$ cat src/rtl/cycle_phase_timer.sv
// Two-level phase timer: a clk_freq-cycle prescaler produces unit ticks that
// count a period down, with pause, abort, restart and optional auto-reload.
module cycle_phase_timer #(
    parameter int FREQ_W   = 8,
    parameter int PERIOD_W = 8
) (
    input  logic                clk,
    input  logic                reset,
    input  logic                start,
    input  logic                abort,
    input  logic                pause,
    input  logic                reload_mode,
    input  logic [FREQ_W-1:0]   clk_freq,
    input  logic [PERIOD_W-1:0] timer_period,
    output logic                busy,
    output logic                paused,
    output logic                sec_tick,
    output logic                done,
    output logic                error,
    output logic [PERIOD_W-1:0] remaining
);

    typedef enum logic [1:0] {IDLE, RUN, HOLD} state_t;

    state_t                state;
    state_t                state_next;
    logic [FREQ_W-1:0]     prescaler;
    logic [FREQ_W-1:0]     freq_q;
    logic [PERIOD_W-1:0]   period_q;
    logic [PERIOD_W-1:0]   remaining_q;
    logic                  mode_q;
    logic                  sec_tick_q;
    logic                  done_q;
    logic                  error_q;

    logic start_valid;
    logic start_bad;
    logic advance;
    logic unit_end;
    logic expire;

    // A rejected start only raises error; the rest of the edge behaves as if start were low.
    assign start_valid = start && (clk_freq != '0) && (timer_period != '0);
    assign start_bad   = start && !start_valid && !abort;
    assign advance     = !abort && !start_valid && (state == RUN) && !pause;
    assign unit_end    = advance && (prescaler == freq_q - FREQ_W'(1));
    assign expire      = unit_end && (remaining_q == PERIOD_W'(1));

    always_ff @(posedge clk or posedge reset) begin
        if (reset) begin
            state <= IDLE;
        end else begin
            state <= state_next;
        end
    end

    always_comb begin
        state_next = state;
        if (abort) begin
            state_next = IDLE;
        end else if (start_valid) begin
            state_next = RUN;
        end else begin
            case (state)
                RUN: begin
                    if (pause) begin
                        state_next = HOLD;
                    end else if (expire && !mode_q) begin
                        state_next = IDLE;
                    end
                end
                HOLD: begin
                    if (!pause) begin
                        state_next = RUN;
                    end
                end
                default: state_next = state;
            endcase
        end
    end

    always_ff @(posedge clk or posedge reset) begin
        if (reset) begin
            prescaler   <= '0;
            remaining_q <= '0;
            freq_q      <= '0;
            period_q    <= '0;
            mode_q      <= 1'b0;
            sec_tick_q  <= 1'b0;
            done_q      <= 1'b0;
            error_q     <= 1'b0;
        end else begin
            sec_tick_q <= unit_end;
            done_q     <= expire;
            error_q    <= start_bad;
            if (abort) begin
                prescaler   <= '0;
                remaining_q <= '0;
            end else if (start_valid) begin
                freq_q      <= clk_freq;
                period_q    <= timer_period;
                mode_q      <= reload_mode;
                prescaler   <= '0;
                remaining_q <= timer_period;
            end else if (advance) begin
                if (unit_end) begin
                    prescaler <= '0;
                    // Auto-reload starts the next phase on the expiry edge itself.
                    if (expire) begin
                        remaining_q <= mode_q ? period_q : '0;
                    end else begin
                        remaining_q <= remaining_q - PERIOD_W'(1);
                    end
                end else begin
                    prescaler <= prescaler + FREQ_W'(1);
                end
            end
        end
    end

    always_comb begin
        busy      = 1'b0;
        paused    = 1'b0;
        sec_tick  = sec_tick_q;
        done      = done_q;
        error     = error_q;
        remaining = remaining_q;
        case (state)
            RUN:     busy = 1'b1;
            HOLD: begin
                busy   = 1'b1;
                paused = 1'b1;
            end
            default: busy = 1'b0;
        endcase
    end

endmodule

$ cat config.mk
export PLATFORM = sky130hd
export DESIGN_NAME = cycle_phase_timer
export DESIGN_NICKNAME = d
export VERILOG_FILES = /design/src/rtl/cycle_phase_timer.sv
export SDC_FILE = /design/constraint.sdc
export NUM_CORES = 1
export LEC_CHECK = 0
export BUFFER_PORTS_ARGS = -buffer_cell sky130_fd_sc_hd__buf_2
export CAP_MARGIN = 5
export CORE_MARGIN = 8
export CORE_UTILIZATION = 59
export CTS_BUF_LIST = sky130_fd_sc_hd__clkbuf_4
export DETAILED_ROUTE_END_ITERATION = 8
export PLACE_DENSITY = 0.81
export SYNTH_ARGS = -nofsm -noshare
export SYNTH_HDL_FRONTEND = slang
export SYNTH_SLANG_ARGS = --single-unit
$ cat constraint.sdc
create_clock -name clk -period 3 [get_ports clk]
set_input_delay 0.45 -clock clk [delete_from_list [all_inputs] [get_ports clk]]
set_output_delay 0.45 -clock clk [all_outputs]
set_load 0.05 [all_outputs]
; ---- Word-level counts from Yosys, hierarchy flattened
; Cells that the tools add are included.
[word_totals]
reg_bits = 38
inputBits = 22
out_inout_bits = 13
[classes]
addsub = 3
eq_ne = 6
mux = 18
n_bitwise = 1
reduce_logical = 23
[op_table]
columns = cell, n
row1 = 2-to-1 mux 8 bit, 10
row2 = nonzero test 8 bit, 2
row3 = "subtractor 8 x 1 -> 8 bit, second input constant", 2
row4 = logical AND 1 bit, 10
row5 = 2-to-1 mux 2 bit, 5
row6 = "adder 8 x 1 -> 8 bit, second input constant", 1
row7 = "equality test 8 x 1 -> 1 bit, second input constant", 1
row8 = equality test 8 bit, 1
row9 = nonzero test 3 bit, 2
row10 = "inequality test 5 x 4 -> 1 bit, second input constant", 1
row11 = logical NOT 1 bit, 4
row12 = "inequality test 4 bit, second input constant", 1
row13 = one-hot mux 2 bit (2 select lines), 1
row14 = AND reduction 2 bit, 2
row15 = nonzero test 4 bit, 1
row16 = AND reduction 3 bit, 1
row17 = "equality test 2 x 1 -> 1 bit, second input constant", 1
row18 = "equality test 2 bit, second input constant", 1
row19 = 2-to-1 mux 1 bit, 2
row20 = OR reduction 2 bit, 1
row21 = inverter 1 bit, 1

; ---- Depth between registers and ports, before layout
; Gate-level depths: netlist (run 1).
[logic_depth]
ltp_word = 15
mapped_depth = 11

; ---- Least setup slack after synthesis (run 1)
; No wires, ideal clock.
[synth_path]
path_kind = register to register
start = register freq_q[0]
end = register state[0]
arrival_ps = 2274
required_time_ps = 2866
slack_ps = 592
path_stages_with_launch = 11
n_path_buf = 1
synth_period_minus_slack_ps = 2408
path_cell_list = dfrtp_1 -> inv_1 -> ha_1 -> buf_6 -> o21ba_1 -> a221oi_2 -> a41oi_1 -> or4_4 -> or2_4 -> nor3_4 -> a311oi_1
[synth_between]
elab_chain_cells = 7
[synth_rtl]
columns = element, line_no
row1 = start: declaration, 28  ; logic [FREQ_W-1:0] freq_q;
row2 = start signal: assignment, 100  ; freq_q <= clk_freq;
row3 = subtractor 8 x 1 -> 8 bit, 46  ; assign unit_end = advance && (prescaler == freq_q - FREQ_W'(1));
row4 = equality test 8 bit, 46
row5 = logical AND 1 bit, 46
row6 = logical AND 1 bit, 47  ; assign expire = unit_end && (remaining_q == PERIOD_W'(1));
row7 = via expire, 40  ; logic expire;
row8 = logical AND 1 bit, 68  ; end else if (expire && !mode_q) begin
row9 = inequality test 5 x 4 -> 1 bit (no source line), --
row10 = AND reduction 3 bit (no source line), --
row11 = end signal: assignment, 53  ; state <= state_next;
row12 = end: declaration, 25  ; state_t state;
; The timed path passes the listed nets, and every way through them passes these cells.
; A chain may end at the register's enable or synchronous reset.

; ---- Final worst setup path (run 1)
[layout_path]
start = register freq_q[0]
end = register remaining_q[4] (netlist: remaining[4])
[layout_between]
elab_chain_cells = 9
elab_cells_between_ends = 11
cone_classes = add/sub: 1 / eq/ne: 1 / mux: 5 / reduce/logical: 4
[layout_rtl]
columns = element, line_no
row1 = subtractor 8 x 1 -> 8 bit (*), 46
row2 = equality test 8 bit (*), 46
row3 = logical AND 1 bit (*), 46
row4 = logical AND 1 bit, 47
row5 = 2-to-1 mux 8 bit, 109  ; if (expire) begin
row6 = 2-to-1 mux 8 bit, 106  ; if (unit_end) begin
row7 = 2-to-1 mux 8 bit, 105  ; end else if (advance) begin
row8 = 2-to-1 mux 8 bit, 99  ; end else if (start_valid) begin
row9 = 2-to-1 mux 8 bit, 96  ; if (abort) begin
row10 = end signal: assignment, 104  ; remaining_q <= timer_period;
row11 = end signal: assignment, 110  ; remaining_q <= mode_q ? period_q : '0;
row12 = end signal: assignment, 112  ; remaining_q <= remaining_q - PERIOD_W'(1);
row13 = end: declaration, 30  ; logic [PERIOD_W-1:0] remaining_q;
; Mark *: on every way between the ends. The rest lies on a longest branch, timed or not. The select of a mux whose other input is x is not followed.

==> results.sh, run 1 <==
export IMPL_first_global_vias=1949
export IMPL_cp_launch_type="register"
export IMPL_critPathMaxStageDelay_ns=0.49
export IMPL_drc=0
export IMPL_portBuffers=34
export IMPL_avgSynthCellArea_um2=9.81
export IMPL_dpl_cell_count=314
export IMPL_worstPathBufferInverterCount=2
export IMPL_postSynthNetCount=263
export IMPL_critical_path_reg2reg_startpoint="freq_q[0]"
export IMPL_dpl_hpwl_um=4040
export IMPL_max_cap_viol_count=0
export IMPL_power_leakage_uw=0.00115
export IMPL_yosys_mux_area_fraction=0.0727
export IMPL_number_of_warnings_printed_during_yosys_synthesis=0
export IMPL_cts_post_setup_buffers_inserted=0
export IMPL_vias_per_cell=5.97
export IMPL_synth_enable_flop_cells=0
export IMPL_run_status="complete, no violations"
export IMPL_slew_headroom=0.315
export IMPL_r2r_end="remaining[4]"
export IMPL_dieHeight_um=78.5
export IMPL_critPathCaptureType="register"
export IMPL_antenna_violations_before_repair=0
export IMPL_clk_insertion_delay_late_ns=0.35
export IMPL_ys_seq_area_frac=0.412
export IMPL_synth_cell_area_um2=2310
export IMPL_min_path_type="in -> async"
export IMPL_grt_total_usage=0.182
export IMPL_ys_types=49
export IMPL_ys_flop_type="dfrtp_1"
export IMPL_final_period_utilization=0.903
export IMPL_critPathMaxFanout=9
export IMPL_cts_htree_levels=2
export IMPL_drive_above_1_share=0.277
export IMPL_critical_path_class="reg -> reg"
export IMPL_crit_chain="inv_1 -> ha_1 -> o21ba_1 -> a221oi_2 -> a41oi_1 -> or4_4 -> o21ai_4 -> buf_4 -> nor2_1 -> a31oi_1"
export IMPL_finalCriticalPeriod_ns=2.71
export IMPL_gp_routability_congestion=0.853
export IMPL_power_ir_vdd_worst_mv=0.402
export IMPL_tritoncts_buffers=5
export IMPL_worst_endpoint_data_arrival_time_ns=2.98
export IMPL_num_nets_final=301
export IMPL_fmax_mhz=369
export IMPL_power_per_cell_area_nw_per_um2=548
export IMPL_std_cell_rows=22
export IMPL_die_area_um2=6160
export IMPL_synth_area_leaders="dfrtp_1 (41%), mux2_2 (6.8%), xnor2_1 (4.2%), nor2_1 (3.7%), a21oi_1 (3.5%)"
export IMPL_grt_first_pass_wirelength_um=9090
export IMPL_clock_buffer_depth=2
export IMPL_detail_route_antenna_nets=0
export IMPL_wl_um=5450
export IMPL_clock_pin_transition_on_the_worst_setup_and_hold_timing_paths_ns=0.12
export IMPL_wl_per_cell_um=16.9
export IMPL_final_cell_count_no_fill=322
export IMPL_cts_tree="done"
export IMPL_timing_reg2reg_worst_path_depth=10
export IMPL_yosys_area_top_type_share=0.412
export IMPL_synth_xor_area_share=0.0760
export IMPL_clock_root_buffer="clkbuf_4"
export IMPL_worst_r2r_setup_slack_ns=0.29
export IMPL_finalSetupViolations=0
export IMPL_io_pins=35
export IMPL_area_growth_from_synthesis_to_layout_pct=12.4
export IMPL_main_combinational_cell_family_by_area_after_synthesis="simple AND/OR/NAND/NOR gates"
export IMPL_antennaDiodeCount=0
export IMPL_setup_tns_final_ns=0
export IMPL_die_w_um=78.5
export IMPL_crit_slowest_cell="or4_4"
export IMPL_dr_total_vias=1923
export IMPL_cp_required_ns=3.27
export IMPL_tightestPinTransition_ns=1.03
export IMPL_synth_top_cell_by_area="dfrtp_1"
export IMPL_starting_drc_count_in_detailed_routing=210
export IMPL_postCtsResizedCells=0
export IMPL_grt_start_max_net_pins=39
export IMPL_synthAdderAreaFrac=0.0326
export IMPL_synthesized_area_fraction_occupied_by_and_or_nand_nor_cells=0.207
export IMPL_hold_viol_final=0
export IMPL_netlist_instances=235
export IMPL_fillerInstances=289
export IMPL_globalRoute_totalOverflow=0
export IMPL_timing_clock_skew_ns=0.00933
export IMPL_slew_viol_final=0
export IMPL_first_pass_iters=4
export IMPL_postSynthRegisterBits=38
export IMPL_cts_sinks=38
export IMPL_compound_gate_portion_of_the_synthesized_area=0.156
export IMPL_unrepaired_setup_endpoints_after_global_routing="no"
export IMPL_initial_core_util=0.621
export IMPL_dominant_delay_contributor_by_cell_family_on_the_critical_path="compound AO/OA/AOI/OAI gates"
export IMPL_async_reset_ff_frac=1.00
export IMPL_floorplan_core_area_um2=3720
export IMPL_cts_hold_buf=0
## power breakdown
group          total (uW)  switching, uW  internal, uW  leakage, uW
combinational         436            269           168     0.000623
sequential            640           72.0           568     0.000480
clock                 344            172           173    0.0000450
total                1420            512           909      0.00115
## logic make-up after synthesis
| group | count (synthesis) |
|---|---|
| buf+inv | 19 |
| xor+xnor | 20 |
| flops | 38 |
| compound gates | 52 |
| simple gates | 85 |
| fa+ha+maj | 6 |
| mux | 15 |
## flip-flops by register name (all words and copies together) (netlist names)
register / cells
freq_q: 8
period_q: 8
prescaler: 8
remaining: 8
state: 2
done: 1
error: 1
mode_q: 1
sec_tick: 1
## metal layers
metal  up-vias  track usage  part of all wire
met5         -            0                 0
met4         0       0.0500            0.0081
met3         6       0.0433             0.053
met2        71        0.292              0.46
met1       926        0.238              0.47
li1        920            -                 -
## cells in the mapped netlist, types with 3 or more instances
| library cell | number |
|---|---|
| dfrtp_1 | 38 |
| nor2_1 | 23 |
| nand2_1 | 18 |
| a21oi_1 | 16 |
| mux2_2 | 14 |
| inv_1 | 11 |
| nor3_1 | 11 |
| xnor2_1 | 11 |
| o21ai_0 | 10 |
| xor2_1 | 9 |
| ha_1 | 6 |
| a31oi_1 | 5 |
| nor4_1 | 5 |
| nand3_1 | 4 |
| or3_1 | 4 |
| a22oi_1 | 3 |
| buf_6 | 3 |
| nand2b_1 | 3 |
| nand3b_1 | 3 |
## area by class of cell
| type | count | area [um2] | area share |
|---|---|---|---|
| Multi-Input combinational cell | 178 | 1250 | 0.484 |
| Timing Repair Buffer | 39 | 208 | 0.0801 |
| Clock buffer | 5 | 37.5 | 0.0145 |
| Sequential cell | 38 | 951 | 0.367 |
| Clock inverter | 3 | 40.0 | 0.0154 |
| Tap cell | 48 | 60.1 | 0.0232 |
| Inverter | 11 | 41.3 | 0.0159 |
## cell usage in the layout, fill, tap and decap left out, types with 6 or more instances in the layout
| master | count |
|---|---|
| o21ai_0 | 10 |
| nor3_1 | 11 |
| ha_1 | 6 |
| nor2_1 | 23 |
| mux2_2 | 14 |
| xnor2_1 | 11 |
| a21oi_1 | 16 |
| dfrtp_1 | 38 |
| buf_2 | 34 |
| inv_1 | 11 |
| xor2_1 | 9 |
| nand2_1 | 18 |
## stage by stage
| step | power (uW) | util | hold slack, ns | setup slack (ns) | area (um2) |
|---|---|---|---|---|---|
| 3_3_place_gp | 1070 | 0.677 | 0.492 | 0.459 | 2510 |
| 4_1_cts | 1420 | 0.698 | 0.200 | 0.335 | 2590 |
| 5_1_grt | 1490 | 0.698 | 0.228 | 0.0971 | 2590 |
| 2_1_floorplan | 968 | - | 0.481 | 0.592 | 2310 |
| 3_5_place_dp | 1080 | 0.677 | 0.495 | 0.371 | 2510 |
| 6_report | 1420 | 0.698 | 0.195 | 0.292 | 2590 |
## worst max path at each step
stage / cells past startpoint / to / start / slack [ns]
global placement: 10 / remaining[0] / freq_q[0] / 0.46
finish: 10 / remaining[4] / freq_q[0] / 0.29
floorplan: 10 / state[0] / freq_q[0] / 0.59
detailed placement: 10 / remaining[4] / freq_q[0] / 0.37
global route: 10 / remaining[3] / freq_q[0] / 0.1
CTS: 10 / remaining[4] / freq_q[0] / 0.33
## worst register-to-register path, delay by kind of cell, from the launching register on
kind	cells	cell delay, ns
simple gates	2	0.55
flops	1	0.45
compound gates	5	1.00
fa+ha+maj	1	0.30
buf+inv	2	0.32
(Power assumes the default switching activity.)
==> inputs of run 2 (changes only) <==
- BUFFER_PORTS_ARGS: -buffer_cell sky130_fd_sc_hd__buf_2 -> default
- CORE_UTILIZATION: 59 -> 60
- DONT_BUFFER_PORTS: default -> 1
- PLACE_DENSITY: 0.81 -> 0.75
==> run 2 against run 1 <==
Effect of this change: core utilization is 3.7 points lower; clock skew is 0.0041 ns higher; hold slack worse by 0.11 ns; first-iteration DRC count is 41% lower; die area is 1.3% lower; final area is 6.0% lower; power is 2.2% lower; largest power group unchanged; fmax is 2.8% lower; sequential power is 5.2% higher.
==> results.sh, run 2 (same netlist as run 1, synthesis figures left out) <==
export IMPL_first_global_vias=1646
export IMPL_crit_slowest_cell="or4_4"
export IMPL_vias_per_cell=5.92
export IMPL_crit_chain="inv_1 -> ha_1 -> o21ba_1 -> a221oi_2 -> a41oi_1 -> or4_4 -> o21ai_4 -> o21a_1 -> a21oi_1"
export IMPL_power_ir_vdd_worst_mv=0.345
export IMPL_clock_root_buffer="clkbuf_4"
export IMPL_cts_sinks=38
export IMPL_final_cell_count_no_fill=290
export IMPL_die_w_um=78.0
export IMPL_clock_buffer_depth=2
export IMPL_cp_launch_type="register"
export IMPL_critical_path_class="reg -> reg"
export IMPL_tightestPinTransition_ns=0.995
export IMPL_floorplan_core_area_um2=3690
export IMPL_drive_above_1_share=0.182
export IMPL_slew_viol_final=0
export IMPL_finalCriticalPeriod_ns=2.79
export IMPL_critPathCaptureType="register"
export IMPL_timing_clock_skew_ns=0.0135
export IMPL_fraction_of_the_core_area_covered_by_cells_at_the_end_of_the_flow=0.661
export IMPL_cts_post_setup_buffers_inserted=0
export IMPL_globalRoute_totalOverflow=0
export IMPL_final_period_utilization=0.929
export IMPL_grt_total_usage=0.170
export IMPL_antennaDiodeCount=0
export IMPL_hold_viol_final=0
export IMPL_first_pass_iters=4
export IMPL_grt_first_pass_wirelength_um=8330
export IMPL_cp_required_ns=3.24
export IMPL_power_leakage_uw=0.00101
export IMPL_max_cap_viol_count=0
export IMPL_initial_core_util=0.625
export IMPL_die_area_um2=6080
export IMPL_gp_routability_congestion=0.854
export IMPL_cts_tree="done"
export IMPL_dpl_hpwl_um=3700
export IMPL_clk_insertion_delay_late_ns=0.35
export IMPL_starting_drc_count_in_detailed_routing=124
export IMPL_slew_headroom=0.337
export IMPL_cts_hold_buf=0
export IMPL_area_growth_from_synthesis_to_layout_pct=5.70
export IMPL_portBuffers=0
export IMPL_tritoncts_buffers=5
export IMPL_detail_route_antenna_nets=0
export IMPL_layout_commonest_cell="dfrtp_1"
export IMPL_hold_ws_ns=0.0805
export IMPL_wl_um=5060
export IMPL_worst_r2r_setup_slack_ns=0.21
export IMPL_grt_start_max_net_pins=39
export IMPL_cts_htree_levels=2
export IMPL_power_per_cell_area_nw_per_um2=570
export IMPL_finalSetupViolations=0
export IMPL_clock_pin_transition_on_the_worst_setup_and_hold_timing_paths_ns=0.12
export IMPL_wl_per_cell_um=17.4
export IMPL_std_cell_rows=22
export IMPL_dieHeight_um=78.0
export IMPL_dominant_delay_contributor_by_cell_family_on_the_critical_path="compound AO/OA/AOI/OAI gates"
export IMPL_dr_total_vias=1718
export IMPL_setup_tns_final_ns=0
export IMPL_dpl_cell_count=282
export IMPL_run_status="complete, no violations"
export IMPL_drc=0
export IMPL_fmax_mhz=359
export IMPL_num_nets_final=269
export IMPL_io_pins=35
export IMPL_unrepaired_setup_endpoints_after_global_routing="no"
export IMPL_postCtsResizedCells=0
export IMPL_antenna_violations_before_repair=0
export IMPL_worstPathBufferInverterCount=1
export IMPL_most_common_layout_cells="dfrtp_1 (38), nor2_1 (23), nand2_1 (18)"
export IMPL_worst_endpoint_data_arrival_time_ns=3.02
export IMPL_min_path_type="in -> async"
export IMPL_critPathMaxStageDelay_ns=0.49
export IMPL_critPathMaxFanout=22
## run 2: report_power, final
group	switching, uW	leakage, uW	total [uW]	internal (uW)
registers	105	0.000480	673	567
logic	212	0.000489	367	155
clock network	178	0.0000450	350	173
total	495	0.00101	1390	895
## run 2: metrics by stage
| step | cell area, um2 | setup WS [ns] | power (uW) |
|---|---|---|---|
| 3_5_place_dp | 2360 | 0.285 | 1050 |
| 2_1_floorplan | 2310 | 0.592 | 968 |
| 6_report | 2440 | 0.214 | 1390 |
| 3_3_place_gp | 2360 | 0.399 | 1040 |
| 4_1_cts | 2440 | 0.250 | 1390 |
| 5_1_grt | 2440 | 0.0582 | 1460 |
## run 2: layout make-up
cell class | instances | area, um2
sequential | 38 | 951
clock inverter | 3 | 40.0
timing repair buffer | 7 | 52.6
clock buffer | 5 | 37.5
tap | 48 | 60.1
multi-input combinational | 178 | 1250
fill | 307 | 1250
inverter | 11 | 41.3
## run 2: path summary, 6_finish.rpt
path | start | to | cells past startpoint
setup reg to reg | freq_q[0] | remaining[2] | 9
max in group asynchronous | reset | remaining[4] | 2
min in group clk | clk_freq[0] | freq_q[0] | 2
hold reg to reg | period_q[5] | period_q[5] | 1
setup / recovery | freq_q[0] | remaining[2] | 9
hold / removal | reset | freq_q[4] | 2
## run 2: metal layers
metal / wire length, um / GRT usage
met1: 2370 / 0.217
met4: 99 / 0.0648
met2: 2170 / 0.251
met3: 412 / 0.0691
met5: 0 / 0
